[config.mk]
export PLATFORM = sky130hd
export DESIGN_NAME = skintone_stream_ctrl_flat
export DESIGN_NICKNAME = d
export VERILOG_FILES = /design/src/rtl/skintone_stream_ctrl_if.sv /design/src/rtl/skintone_stream_ctrl.sv /design/src/flat_wrapper.sv
export SDC_FILE = /design/constraint.sdc
export NUM_CORES = 1
export LEC_CHECK = 0
export CORE_ASPECT_RATIO = 1.2
export CORE_MARGIN = 1.5
export CORE_UTILIZATION = 59
export CTS_CLUSTER_DIAMETER = 50
export CTS_CLUSTER_SIZE = 20
export DETAILED_ROUTE_END_ITERATION = 8
export PLACE_DENSITY = 0.85
export SLEW_MARGIN = 20
export SYNTH_ARGS = -nofsm -noshare
export SYNTH_HDL_FRONTEND = slang
export SYNTH_SLANG_ARGS = --single-unit
[constraint.sdc]
create_clock -name clk -period 5.7 [get_ports clk]
set_input_delay 0.57 -clock clk [delete_from_list [all_inputs] [get_ports clk]]
set_output_delay 0.57 -clock clk [all_outputs]
set_load 0.05 [all_outputs]
[src/rtl/skintone_stream_ctrl_if.sv]
// Stream bundle between the skintone flow controller, its pixel source,
// the fixed-latency datapath and the score sink.
interface skintone_stream_ctrl_if;
    logic [23:0] pix_in;
    logic        pix_in_valid;
    logic        pix_in_ready;
    logic [23:0] dp_pixel;
    logic        dp_pixel_valid;
    logic [7:0]  dp_result;
    logic        dp_result_valid;
    logic [7:0]  res_out;
    logic        res_out_valid;
    logic        res_out_ready;

    // Controller side
    modport slave (
        input  pix_in, pix_in_valid, dp_result, dp_result_valid, res_out_ready,
        output pix_in_ready, dp_pixel, dp_pixel_valid, res_out, res_out_valid
    );

    // Environment side: pixel source, datapath and score sink
    modport master (
        output pix_in, pix_in_valid, dp_result, dp_result_valid, res_out_ready,
        input  pix_in_ready, dp_pixel, dp_pixel_valid, res_out, res_out_valid
    );
endinterface

[src/rtl/skintone_stream_ctrl.sv]
// Credit-limited flow controller around the non-stallable skintone datapath.
// Optional per-frame skin statistics are built when SKINTONE_SKIN_STATS_EN is defined.
module skintone_stream_ctrl #(
    parameter int         DP_LATENCY  = 16,
    parameter int         FIFO_DEPTH  = 32,
    parameter int         LEN_W       = 20,
    parameter logic [7:0] SKIN_THRESH = 8'd128
) (
    input  logic             clk,
    input  logic             rst,
    input  logic             start,
    input  logic [LEN_W-1:0] frame_len,
    output logic             busy,
    output logic             done,
    output logic             overflow,
    output logic [LEN_W-1:0] skin_count,
    skintone_stream_ctrl_if.slave strm
);
    localparam int PTR_W = (FIFO_DEPTH > 1) ? $clog2(FIFO_DEPTH) : 1;
    localparam int CNT_W = $clog2(FIFO_DEPTH) + 1;
    localparam int FL_W  = $clog2(DP_LATENCY + 1);
    localparam int SUM_W = ((LEN_W > CNT_W) ? LEN_W : CNT_W) + 1;

    typedef enum logic [2:0] {FLUSH, IDLE, RUN, DRAIN, DONE} state_t;

    state_t           state;
    logic [FL_W-1:0]  flush_cnt;
    logic [LEN_W-1:0] frame_len_q, issued, received, inflight;
    logic [7:0]       mem [FIFO_DEPTH];
    logic [PTR_W-1:0] wr_ptr, rd_ptr;
    logic [CNT_W-1:0] count;
    logic             accept, xfer, push, store, pop, full, credit;

    assign accept   = (state == IDLE) && start;
    assign inflight = issued - received;
    // Every issued pixel must already own a FIFO slot when its result lands
    assign credit   = (SUM_W'(inflight) + SUM_W'(count)) < SUM_W'(FIFO_DEPTH);

    assign strm.pix_in_ready  = (state == RUN) && (issued < frame_len_q) && credit;
    assign xfer               = strm.pix_in_valid && strm.pix_in_ready;
    assign push               = strm.dp_result_valid && (state != FLUSH);
    assign full               = count == CNT_W'(FIFO_DEPTH);
    assign store              = push && (!full || pop);
    assign strm.res_out_valid = count != '0;
    assign strm.res_out       = mem[rd_ptr];
    assign pop                = strm.res_out_valid && strm.res_out_ready;

    always_ff @(posedge clk or negedge rst) begin
        if (!rst) begin
            state               <= FLUSH;
            flush_cnt           <= '0;
            busy                <= 1'b0;
            done                <= 1'b0;
            frame_len_q         <= '0;
            issued              <= '0;
            strm.dp_pixel       <= '0;
            strm.dp_pixel_valid <= 1'b0;
        end else begin
            done                <= 1'b0;
            strm.dp_pixel_valid <= 1'b0;
            if (xfer) begin
                strm.dp_pixel       <= strm.pix_in;
                strm.dp_pixel_valid <= 1'b1;
                issued              <= issued + 1'b1;
            end
            case (state)
                FLUSH: begin
                    if (flush_cnt == FL_W'(DP_LATENCY - 1)) state <= IDLE;
                    else flush_cnt <= flush_cnt + 1'b1;
                end
                IDLE: begin
                    if (start) begin
                        frame_len_q <= frame_len;
                        issued      <= '0;
                        busy        <= 1'b1;
                        state       <= (frame_len == '0) ? DONE : RUN;
                    end
                end
                RUN: begin
                    if (issued == frame_len_q) state <= DRAIN;
                end
                DRAIN: begin
                    if (received == frame_len_q && count == '0) state <= DONE;
                end
                DONE: begin
                    done  <= 1'b1;
                    busy  <= 1'b0;
                    state <= IDLE;
                end
                default: state <= IDLE;
            endcase
        end
    end

    always_ff @(posedge clk) begin
        if (store) mem[wr_ptr] <= strm.dp_result;
    end

    always_ff @(posedge clk or negedge rst) begin
        if (!rst) begin
            wr_ptr   <= '0;
            rd_ptr   <= '0;
            count    <= '0;
            received <= '0;
            overflow <= 1'b0;
        end else begin
            if (store) wr_ptr <= (wr_ptr == PTR_W'(FIFO_DEPTH - 1)) ? '0 : wr_ptr + 1'b1;
            if (pop)   rd_ptr <= (rd_ptr == PTR_W'(FIFO_DEPTH - 1)) ? '0 : rd_ptr + 1'b1;
            if (push && !store) overflow <= 1'b1;
            case ({store, pop})
                2'b10:   count <= count + 1'b1;
                2'b01:   count <= count - 1'b1;
                default: count <= count;
            endcase
            if (accept)    received <= '0;
            else if (push) received <= received + 1'b1;
        end
    end

`ifdef SKINTONE_SKIN_STATS_EN
    always_ff @(posedge clk or negedge rst) begin
        if (!rst) begin
            skin_count <= '0;
        end else if (accept) begin
            skin_count <= '0;
        end else if (pop && strm.res_out >= SKIN_THRESH && skin_count != '1) begin
            skin_count <= skin_count + 1'b1;
        end
    end
`else
    logic unused_thresh;
    assign unused_thresh = ^SKIN_THRESH;
    assign skin_count    = '0;
`endif

endmodule

[src/flat_wrapper.sv]
// flat-port wrapper written by rule: the top's interface ports become plain ports
module skintone_stream_ctrl_flat 
#(
    parameter int         DP_LATENCY  = 16,
    parameter int         FIFO_DEPTH  = 32,
    parameter int         LEN_W       = 20,
    parameter logic [7:0] SKIN_THRESH = 8'd128
)
  (clk, rst, start, frame_len, busy, done, overflow, skin_count, strm_pix_in, strm_pix_in_valid, strm_dp_result, strm_dp_result_valid, strm_res_out_ready, strm_pix_in_ready, strm_dp_pixel, strm_dp_pixel_valid, strm_res_out, strm_res_out_valid);
  skintone_stream_ctrl_if strm_i ();
  input  logic clk;
  input  logic rst;
  input  logic start;
  input  logic [LEN_W-1:0] frame_len;
  output logic busy;
  output logic done;
  output logic overflow;
  output logic [LEN_W-1:0] skin_count;
  input wire logic [$bits(strm_i.pix_in)-1:0] strm_pix_in;
  input wire logic [$bits(strm_i.pix_in_valid)-1:0] strm_pix_in_valid;
  input wire logic [$bits(strm_i.dp_result)-1:0] strm_dp_result;
  input wire logic [$bits(strm_i.dp_result_valid)-1:0] strm_dp_result_valid;
  input wire logic [$bits(strm_i.res_out_ready)-1:0] strm_res_out_ready;
  output wire logic [$bits(strm_i.pix_in_ready)-1:0] strm_pix_in_ready;
  output wire logic [$bits(strm_i.dp_pixel)-1:0] strm_dp_pixel;
  output wire logic [$bits(strm_i.dp_pixel_valid)-1:0] strm_dp_pixel_valid;
  output wire logic [$bits(strm_i.res_out)-1:0] strm_res_out;
  output wire logic [$bits(strm_i.res_out_valid)-1:0] strm_res_out_valid;
  assign strm_i.pix_in = strm_pix_in;
  assign strm_i.pix_in_valid = strm_pix_in_valid;
  assign strm_i.dp_result = strm_dp_result;
  assign strm_i.dp_result_valid = strm_dp_result_valid;
  assign strm_i.res_out_ready = strm_res_out_ready;
  assign strm_pix_in_ready = strm_i.pix_in_ready;
  assign strm_dp_pixel = strm_i.dp_pixel;
  assign strm_dp_pixel_valid = strm_i.dp_pixel_valid;
  assign strm_res_out = strm_i.res_out;
  assign strm_res_out_valid = strm_i.res_out_valid;
  skintone_stream_ctrl #(.DP_LATENCY(DP_LATENCY), .FIFO_DEPTH(FIFO_DEPTH), .LEN_W(LEN_W), .SKIN_THRESH(SKIN_THRESH)) u_core (.clk(clk), .rst(rst), .start(start), .frame_len(frame_len), .busy(busy), .done(done), .overflow(overflow), .skin_count(skin_count), .strm(strm_i));
endmodule
Word-level counts from Yosys, hierarchy flattened

Memories as Yosys holds them, arrays and structs flattened.
Index checks and enable logic that the tools add are counted.

Register bits: 112
Memory bits (writable): 256
Output and inout port bits: 58
Memories: 1

Memory list:

| memory     | depth | bits a word | rd ports | clocked after Yosys merged registers in | write ports | RTL line                   | RTL |
|---|---|---|---|---|---|---|---|
| u_core.mem | 32    | 8           | 1        | 0                                       | 1           | skintone_stream_ctrl.sv:29 | `logic [7:0] mem [FIFO_DEPTH];` |

Add/sub/neg operators: 9
$lt $le $gt $ge: 2
Eq/ne operators: 16
Multiplexer cells: 20
Bitwise operators: 1
Reduce and logical (&&, ||, !) cells: 24

Operator list:

| operator                | count |
|---|---|
| $mux W20                | 5 |
| $add A20 B1 Y20 const B | 2 |
| $eq A20 B20 Y1          | 2 |
| $add A20 B6 Y21         | 1 |
| $lt A21 B6 Y1 const B   | 1 |
| $logic_not A20 Y1       | 1 |
| $lt A20 B20 Y1          | 1 |
| $sub A20 B20 Y20        | 1 |
| $add A5 B1 Y5 const B   | 3 |
| $mux W3                 | 5 |
| $pmux W3 S4             | 1 |
| $pmux W6 S2             | 1 |
| $eq A5 B5 Y1 const B    | 2 |
| $mux W5                 | 2 |
| $logic_and A1 B1 Y1     | 9 |
| $add A6 B1 Y6 const B   | 1 |
| $eq A3 B2 Y1 const B    | 2 |
| $eq A6 B6 Y1 const B    | 1 |
| $logic_not A6 Y1        | 1 |
| $reduce_and A2 Y1       | 3 |
| $reduce_bool A2 Y1      | 3 |
| $reduce_bool A6 Y1      | 1 |
| $sub A6 B1 Y6 const B   | 1 |
| $eq A5 B4 Y1 const B    | 1 |
| 14 further kinds        | 21 |

Logic depth before layout (Yosys ltp)

Gate-level depths: netlist of the first run.

Depth after elaboration: 8
Mapped depth: 20
Mapped depth without buffers: 18

Worst setup path after synthesis of the first run

No wires, ideal clock.

Kind: reg-to-output
From: reg u_core.issued[0]
To: out strm_pix_in_ready
Data arrival time: 3.564 ns
Path slack: 1.566 ns
Stages on the path, launching flop included: 18
Path buffers: 0
Path through: dfrtp_1 -> inv_1 -> ha_1 -> inv_1 -> fa_1 -> a21o_1 -> a21oi_1 -> xnor2_1 -> ha_1 -> nand2_1 -> a21oi_1 -> a211oi_1 -> o21ba_2 -> nor4_2 -> nand4_1 -> nor4b_2 -> or2_2 -> and2_1

Word-level cells in the longest chain between the ends: 4
Elaborated cells between the ends (all ways): 6
Classes of those cells: add/sub (2); order compare (2); reduce/logical (2)

RTL lines:

| item                     | RTL line                   | RTL |
|---|---|---|
| start: declaration       | skintone_stream_ctrl.sv:28 | `logic [LEN_W-1:0] frame_len_q, issued, received, inflight;` |
| start signal: assignment | skintone_stream_ctrl.sv:64 | `issued <= issued + 1'b1;` |
| $sub A20 B20 Y20         | skintone_stream_ctrl.sv:35 | `assign inflight = issued - received;` |
| $add A20 B6 Y21          | skintone_stream_ctrl.sv:37 | `assign credit = (SUM_W'(inflight) + SUM_W'(count)) < SUM_W'(FIFO_DEPTH);` |
| $lt A21 B6 Y1            | skintone_stream_ctrl.sv:37 |  |
| $logic_and A1 B1 Y1 *    | skintone_stream_ctrl.sv:39 | `assign strm.pix_in_ready = (state == RUN) && (issued < frame_len_q) && credit;` |
| end: declaration         | flat_wrapper.sv:24         | `output wire logic [$bits(strm_i.pix_in_ready)-1:0] strm_pix_in_ready;` |

Every way passes the cells marked *; elsewhere a longest branch is shown, timed or not.

Final worst setup path of the first run

Ends and elaborated chain as after synthesis.

==> impl_metrics.tcl, run 1 <==
set metrics [dict create \
    status "finished clean" \
    tritoncts_buffers 31 \
    hold_viol_final 0 \
    antenna_violations_before_repair 0 \
    timing.reg2reg.setup_slack_ns 0.79 \
    dieWidth_um 159 \
    die-area_um2 30100 \
    critical_path_peak_fanout 4 \
    number_of_flops_mapped_to_enable_cells_by_yosys 256 \
    fill_cells 1890 \
    worst_pin_slew_ns 1.01 \
    io_buffers 95 \
    grt.overflow.total 0 \
    synth_seq_area_share_pct 61.2 \
    nNetsFinal 1408 \
    critPathMaxStageDelay_ns 0.50 \
    synthesis_to_finish_area_growth_pct 13.6 \
    core_footprint_um2 28700 \
    cp_max_delay_cell "sky130_fd_sc_hd__clkdlybuf4s15_1" \
    setup_repair_after_global_routing_missed_its_margin "no" \
    clock_path_buffers 3 \
    detail_route.first_pass.iterations 5 \
    max_cap_viol_count 0 \
    cp.required_ns 5.13 \
    maxSlewHeadroom_pct 30.7 \
    ys_warn_count 0 \
    timing.setup.tns_ns 0 \
    achievable-frequency_ghz 0.186 \
    worstSkewPairLatency_ns 0.59 \
    synth_cells 1202 \
    largest_net_degree_at_the_start_of_global_routing 81 \
    clk_pin_slew_worst_paths_ns 0.08 \
    timing_worst_setup_path_type "reg -> out" \
    post-cts-setup-buffers 0 \
    dp.final_hpwl_um 27200 \
    setup_viol 0 \
    synthArstFlopShare_pct 30.4 \
    clock_skew_ns 0.0267 \
    p_leak_nw 7.16 \
    starting_density_pct 59.8 \
    ys_ff_latch 368 \
    synth_largest_type_area_fraction_pct 44.8 \
    final_core_utilization_pct 68.0 \
    gpl.final_weighted_congestion 0.944 \
    drc 0 \
    totalWireLength_um 40700 \
    placed_area_um2 18400 \
    netlist.top_cell.by_area "sky130_fd_sc_hd__edfxtp_1" \
    antenna_cells 0 \
    ctsHtreeMaxLevel 1 \
    drtAntennaViolNets 0 \
    finalWorstPathRequiredPeriod_ns 5.38 \
    final-max-slew-violation-count 0 \
    first_iter_violations 893 \
    hold_buffers 0 \
    worstHoldPathType "in -> async" \
    power.density_nw_per_um2 404 \
    netlist-cell-type-count 66 \
    first_pass_grt_wire_length_um 62700 \
    detail_route.vias_per_cell 6.29 \
    clockRootBuffer "sky130_fd_sc_hd__clkbuf_16" \
    mappedNetlistArea_um2 17200 \
    postSynthAreaPerCell_um2 14.3 \
    first_global_vias 11091 \
    post-place-cells 1641 \
    layout-drive-gt1-share_pct 15.8 \
    die_y_um 190 \
    cp_arrival_ns 4.81 \
    layoutNonFillerInstCount 1699 \
    wire_per_inst_um 24.0 \
    clock_tree_from_tritoncts "done" \
    final.period_utilization_pct 94.4 \
    core.rowCount 68 \
    ioPinCount 116 \
    worst_ir_drop_vdd_v 0.000506 \
    synth.top_cells.by_area "sky130_fd_sc_hd__edfxtp_1, sky130_fd_sc_hd__dfrtp_1, sky130_fd_sc_hd__mux4_2, sky130_fd_sc_hd__ha_1, sky130_fd_sc_hd__mux2_2" \
    ordered_cell_list_for_the_critical_path "inv_1 > ha_1 > inv_1 > fa_1 > a21o_1 > a21oi_1 > xnor2_1 > ha_1 > nand2_1 > a21oi_1 > a211oi_1 > o21ba_2 > nor4_2 > nand4_1 > nor4b_2 > or2_2 > and2_1 > clkdlybuf4s15_1" \
    dr_total_vias 10685 \
    critPathLaunchType "flop" \
    critPathCaptureType "output port" \
    clock_sinks 368 \
    ys_dominant_reg_cell "sky130_fd_sc_hd__edfxtp_1" \
    total_global_routing_track_utilization_pct 27.9 \
    total_power_w 0.00787 \
    layout.cell_area.non_filler_um2 19500 \
]
==> synthesized netlist by cell type (all sizes together) (3+ instances only) <==
cell type,n
a211oi,7
a21o,7
a21oi,61
and2,5
and3,9
and4,3
buf,37
clkbuf,30
dfrtp,112
edfxtp,256
ha,59
inv,59
mux2,37
mux4,80
nand2,76
nand2b,5
nand3,20
nand3b,5
nand4,17
nor2,74
nor3,14
nor4,18
o211ai,8
o21a,4
o21ai,53
o21bai,5
o31ai,17
or2,4
or3,13
or4,16
xnor2,32
xor2,29
==> cell families after synthesis <==
group / share of synthesized area, %
mux: 13.0
xor+xnor: 3.16
flops: 61.2
other cells: 0.0219
compound gates: 6.42
simple gates: 8.42
fa+ha+maj: 4.54
buf+inv: 3.30
==> through the flow <==
| step | hold WS, ns | worst slack (ns) |
|---|---|---|
| 3_3_place_gp | 0.455 | 0.822 |
| 5_1_grt | 0.115 | 0.0180 |
| 2_1_floorplan | 0.274 | 1.57 |
| 3_5_place_dp | 0.473 | 0.613 |
| 6_report | 0.0646 | 0.319 |
| 4_1_cts | 0.0814 | 0.241 |
==> flip-flops by register name (all words and copies together), names as in the netlist <==
register and count:
u_core.flush_cnt 5, u_core.busy 1, u_core.count 6, u_core.frame_len_q 20, u_core.received 20, u_core.wr_ptr 5, u_core.done 1, u_core.strm.dp_pixel_valid 1
u_core.mem 256, u_core.issued 20, u_core.strm.dp_pixel 24, u_core.state 3, u_core.overflow 1, u_core.rd_ptr 5
==> worst max-delay path: cells and delay by family (launching register included) <==
kind / cells / cell delay [ns]
xor gates and xnor gates: 1 / 0.09
buffers and inverters: 3 / 0.67
and+or+nand+nor: 6 / 1.30
DFF: 1 / 0.41
adders and majority gates: 3 / 0.89
AOI/OAI and AO/OA: 5 / 0.85
==> where the power goes <==
part,internal (W),switching [W],total [W],leakage [nW]
combinational,0.00101,0.00121,0.00222,2.95
sequential,0.00304,0.000309,0.00335,3.67
clock,0.00120,0.00109,0.00229,0.541
==> cells in the final DEF, fill, tap and decap left out, types with 4 or more instances in the layout <==
master / n
sky130_fd_sc_hd__and2_1: 5
sky130_fd_sc_hd__dfrtp_1: 109
sky130_fd_sc_hd__nand2_1: 76
sky130_fd_sc_hd__nor3_1: 14
sky130_fd_sc_hd__o21ai_0: 52
sky130_fd_sc_hd__inv_1: 59
sky130_fd_sc_hd__a21oi_1: 60
sky130_fd_sc_hd__clkdlybuf4s50_1: 85
sky130_fd_sc_hd__o31ai_1: 17
sky130_fd_sc_hd__a21o_1: 7
sky130_fd_sc_hd__clkbuf_16: 34
sky130_fd_sc_hd__buf_4: 7
sky130_fd_sc_hd__edfxtp_1: 256
sky130_fd_sc_hd__mux4_2: 80
sky130_fd_sc_hd__inv_6: 5
sky130_fd_sc_hd__and3_1: 9
sky130_fd_sc_hd__nor4_1: 17
sky130_fd_sc_hd__nand3b_1: 5
sky130_fd_sc_hd__nand4_1: 17
sky130_fd_sc_hd__buf_2: 8
sky130_fd_sc_hd__nand3_1: 19
sky130_fd_sc_hd__nand2b_1: 5
sky130_fd_sc_hd__or4_1: 16
sky130_fd_sc_hd__conb_1: 20
sky130_fd_sc_hd__o21bai_1: 5
sky130_fd_sc_hd__ha_1: 59
sky130_fd_sc_hd__clkinv_8: 4
sky130_fd_sc_hd__o211ai_1: 7
sky130_fd_sc_hd__nor2_1: 74
sky130_fd_sc_hd__o21a_1: 4
sky130_fd_sc_hd__xor2_1: 28
sky130_fd_sc_hd__or3_1: 13
sky130_fd_sc_hd__mux2_2: 37
sky130_fd_sc_hd__xnor2_1: 32
sky130_fd_sc_hd__a211oi_1: 6
==> worst paths after layout <==
| kind | from | to | depth (start not counted) |
|---|---|---|---|
| max | u_core.issued[0]$_DFF_PN0_ | strm_pix_in_ready | 18 |
| min | rst | u_core.strm.dp_pixel[21]$_DFFE_PN0P_ | 1 |
| max reg2reg | u_core.issued[0]$_DFF_PN0_ | u_core.issued[7]$_DFF_PN0_ | 19 |
| min reg2reg | u_core.flush_cnt[3]$_DFFE_PN0P_ | u_core.flush_cnt[3]$_DFFE_PN0P_ | 1 |
| max in group asynchronous | rst | u_core.frame_len_q[6]$_DFFE_PN0P_ | 2 |
| min in group clk | u_core.flush_cnt[3]$_DFFE_PN0P_ | u_core.flush_cnt[3]$_DFFE_PN0P_ | 1 |
==> timing repair <==
action / CTS / global route
pin swaps: 0 / 0
setup endpoints to repair: 1 / 1
resized for setup: 1 / 1
==> routing by layer <==
layer	routed length (um)	part of all wire [%]	GRT usage, %
met3	2480	6.1	3.78
met2	21700	53	50.1
met4	1960	4.8	12.2
met5	0	0	0
met1	14600	36	33.2
==> cell type report <==
type | instances | area, um^2 | share of cell area, %
repair buffers | 102 | 973 | 5.00
multi-input cells | 727 | 6180 | 31.7
clock inverters | 21 | 258 | 1.32
well taps | 385 | 482 | 2.47
flip-flops and latches | 368 | 10500 | 53.9
clock buffers | 37 | 872 | 4.48
inverters | 59 | 221 | 1.14
Power figures use the tool's default switching activity.
==> run 2: changes to the inputs <==
--- a/config.mk
+++ b/config.mk
@@ -11,7 +11,8 @@
 export CTS_CLUSTER_DIAMETER = 50
 export CTS_CLUSTER_SIZE = 20
 export DETAILED_ROUTE_END_ITERATION = 8
-export PLACE_DENSITY = 0.85
+export PLACE_DENSITY = 0.78
+export SKIP_LAST_GASP = 1
 export SLEW_MARGIN = 20
 export SYNTH_ARGS = -nofsm -noshare
 export SYNTH_HDL_FRONTEND = slang
==> run 2 against run 1 <==
  * Design area is essentially flat
  * Global-route usage shrank 1.7 points
  * Worst setup slack gained 0.24 ns
  * Final cell count grew 0.12%
  * Power shrank 0.72%
  * Clock-buffer cell count grew 4
  * Clock skew grew 0.0087 ns
  * Combinational power shrank 3%
  * First-iteration DRC count shrank 3.4%
  * Clock power is essentially flat
  * Critical endpoint unchanged
  * Largest cell class unchanged
  * Highest routed layer unchanged
==> impl_metrics.tcl, run 2 (same netlist as run 1, synthesis figures left out) <==
set metrics [dict create \
    status "finished clean" \
    final-max-slew-violation-count 0 \
    core_footprint_um2 28700 \
    antenna_cells 0 \
    core.rowCount 68 \
    first_iter_violations 863 \
    first_pass_grt_wire_length_um 58800 \
    setup_repair_after_global_routing_missed_its_margin "no" \
    timing.reg2reg.setup_slack_ns 0.86 \
    achievable-frequency_ghz 0.195 \
    critPathMaxStageDelay_ns 0.44 \
    family_with_the_most_delay_on_the_worst_path "simple AND/OR/NAND/NOR gates" \
    clock_tree_from_tritoncts "done" \
    worstHoldPathType "in -> async" \
    drtAntennaViolNets 0 \
    critical_path_peak_fanout 4 \
    layout-drive-gt1-share_pct 15.9 \
    post-place-cells 1640 \
    io_buffers 95 \
    total_global_routing_track_utilization_pct 26.2 \
    multi_input_comb_area_um2 6180 \
    synthesis_to_finish_area_growth_pct 13.6 \
    final_core_utilization_pct 67.9 \
    clockRootBuffer "sky130_fd_sc_hd__clkbuf_16" \
    setup_viol 0 \
    biggest_registers_after_layout "u_core.mem (256), u_core.strm.dp_pixel (24)" \
    cp_arrival_ns 4.57 \
    timing.setup.tns_ns 0 \
    worst_ir_drop_vdd_v 0.000373 \
    power.density_nw_per_um2 401 \
    wire_per_inst_um 22.2 \
    dieWidth_um 159 \
    die-area_um2 30100 \
    grt.overflow.total 0 \
    whs_ns 0.223 \
    fill_cells 1988 \
    dp.final_hpwl_um 25200 \
    max_cap_viol_count 0 \
    finalWorstPathRequiredPeriod_ns 5.14 \
    critPathCaptureType "output port" \
    final.period_utilization_pct 90.1 \
    largest-register "u_core.mem" \
    gpl.final_weighted_congestion 0.903 \
    layout.cells.most_common_list "sky130_fd_sc_hd__edfxtp_1, sky130_fd_sc_hd__dfrtp_1, sky130_fd_sc_hd__clkdlybuf4s50_1" \
    layoutNonFillerInstCount 1701 \
    cp_max_delay_cell "sky130_fd_sc_hd__dlymetal6s2s_1" \
    die_y_um 190 \
    clk_pin_slew_worst_paths_ns 0.06 \
    p_leak_nw 7.19 \
    ordered_cell_list_for_the_critical_path "inv_1 > ha_1 > inv_1 > fa_1 > a21o_1 > a21oi_1 > xnor2_1 > ha_1 > nand2_1 > a21oi_1 > a211oi_1 > o21ba_2 > nor4_2 > nand4_1 > nor4b_2 > or2_2 > and2_1 > dlymetal6s2s_1" \
    detail_route.first_pass.iterations 5 \
    worst-path-buf-inv 3 \
    starting_density_pct 59.8 \
    final_common_cell "sky130_fd_sc_hd__edfxtp_1" \
    nNetsFinal 1410 \
    clock_path_buffers 3 \
    antenna_violations_before_repair 0 \
    register_area_um2 10500 \
    cp.required_ns 5.13 \
    critPathLaunchType "flop" \
    drc 0 \
    largest_net_degree_at_the_start_of_global_routing 81 \
    tritoncts_buffers 34 \
    ioPinCount 116 \
    totalWireLength_um 37800 \
    first_global_vias 10606 \
    largest_register_ff_count 256 \
    detail_route.vias_per_cell 6.13 \
    hold_viol_final 0 \
    worst_pin_slew_ns 1.10 \
    clock_sinks 368 \
    dr_total_vias 10421 \
    timing_worst_setup_path_type "reg -> out" \
    ctsHtreeMaxLevel 2 \
    hold_buffers 0 \
    worstSkewPairLatency_ns 0.52 \
    maxSlewHeadroom_pct 24.6 \
    clock_skew_ns 0.0355 \
]
run 2: changes by cell type in the layout (fill, tap and decap cells not counted):
| cell | change |
|---|---|
| sky130_fd_sc_hd__buf_4 | -1 |
| sky130_fd_sc_hd__bufinv_16 | +1 |
| sky130_fd_sc_hd__clkbuf_1 | +1 |
| sky130_fd_sc_hd__clkbuf_16 | +2 |
| sky130_fd_sc_hd__clkbuf_8 | +1 |
| sky130_fd_sc_hd__clkdlybuf4s15_1 | -1 |
| sky130_fd_sc_hd__clkinv_2 | +8 |
| sky130_fd_sc_hd__clkinv_8 | -4 |
| sky130_fd_sc_hd__clkinvlp_4 | -2 |
| sky130_fd_sc_hd__dlymetal6s2s_1 | +1 |
| sky130_fd_sc_hd__inv_12 | -3 |
| sky130_fd_sc_hd__inv_8 | -1 |
run 2: worst paths after layout:
path                                                   endpoint                             from  depth (start not counted)
hold reg to reg                 u_core.flush_cnt[3]$_DFFE_PN0P_  u_core.flush_cnt[3]$_DFFE_PN0P_                          1
hold / removal             u_core.strm.dp_pixel[18]$_DFFE_PN0P_                              rst                          1
max in group asynchronous          u_core.rd_ptr[0]$_DFFE_PN0P_                              rst                          2
min in group clk                u_core.flush_cnt[3]$_DFFE_PN0P_  u_core.flush_cnt[3]$_DFFE_PN0P_                          1
setup / recovery                              strm_pix_in_ready       u_core.issued[0]$_DFF_PN0_                         18
setup reg to reg                    u_core.issued[19]$_DFF_PN0_       u_core.issued[0]$_DFF_PN0_                         19
run 2: metrics by stage:
stage	power (W)	instance area (um^2)	setup slack [ns]
after global placement	0.00550	18400	0.797
after global routing	0.00811	19500	0.201
after CTS	0.00787	19500	0.135
after detailed placement	0.00557	18400	0.705
after floorplan	0.00488	17200	1.57
final	0.00781	19500	0.563
run 2: layer usage:
metal / routed length [um] / vias up / track usage [%]
met5: 0 / - / 0
met4: 1880 / 0 / 12.5
met3: 2340 / 105 / 4.56
li1: - / 4722 / -
met1: 14100 / 5190 / 32.2
met2: 19500 / 404 / 45.0
run 2: layout make-up:
class / instances / share of cell area, %
Timing Repair Buffer: 101 / 4.97
Sequential cell: 368 / 53.9
Tap cell: 385 / 2.47
Inverter: 59 / 1.14
Multi-Input combinational cell: 727 / 31.7
Clock buffer: 41 / 4.82
Clock inverter: 20 / 0.964
run 2: power breakdown:
part	switching, W	total (W)	internal [W]
clock	0.00101	0.00230	0.00129
sequential	0.000311	0.00336	0.00305
combinational	0.00115	0.00215	0.00101
run 2: timing repair:
action	4_1_cts	5_1_grt
resized for setup	0	1
buffers inserted	0	0
endpoints found under the setup margin	0	1
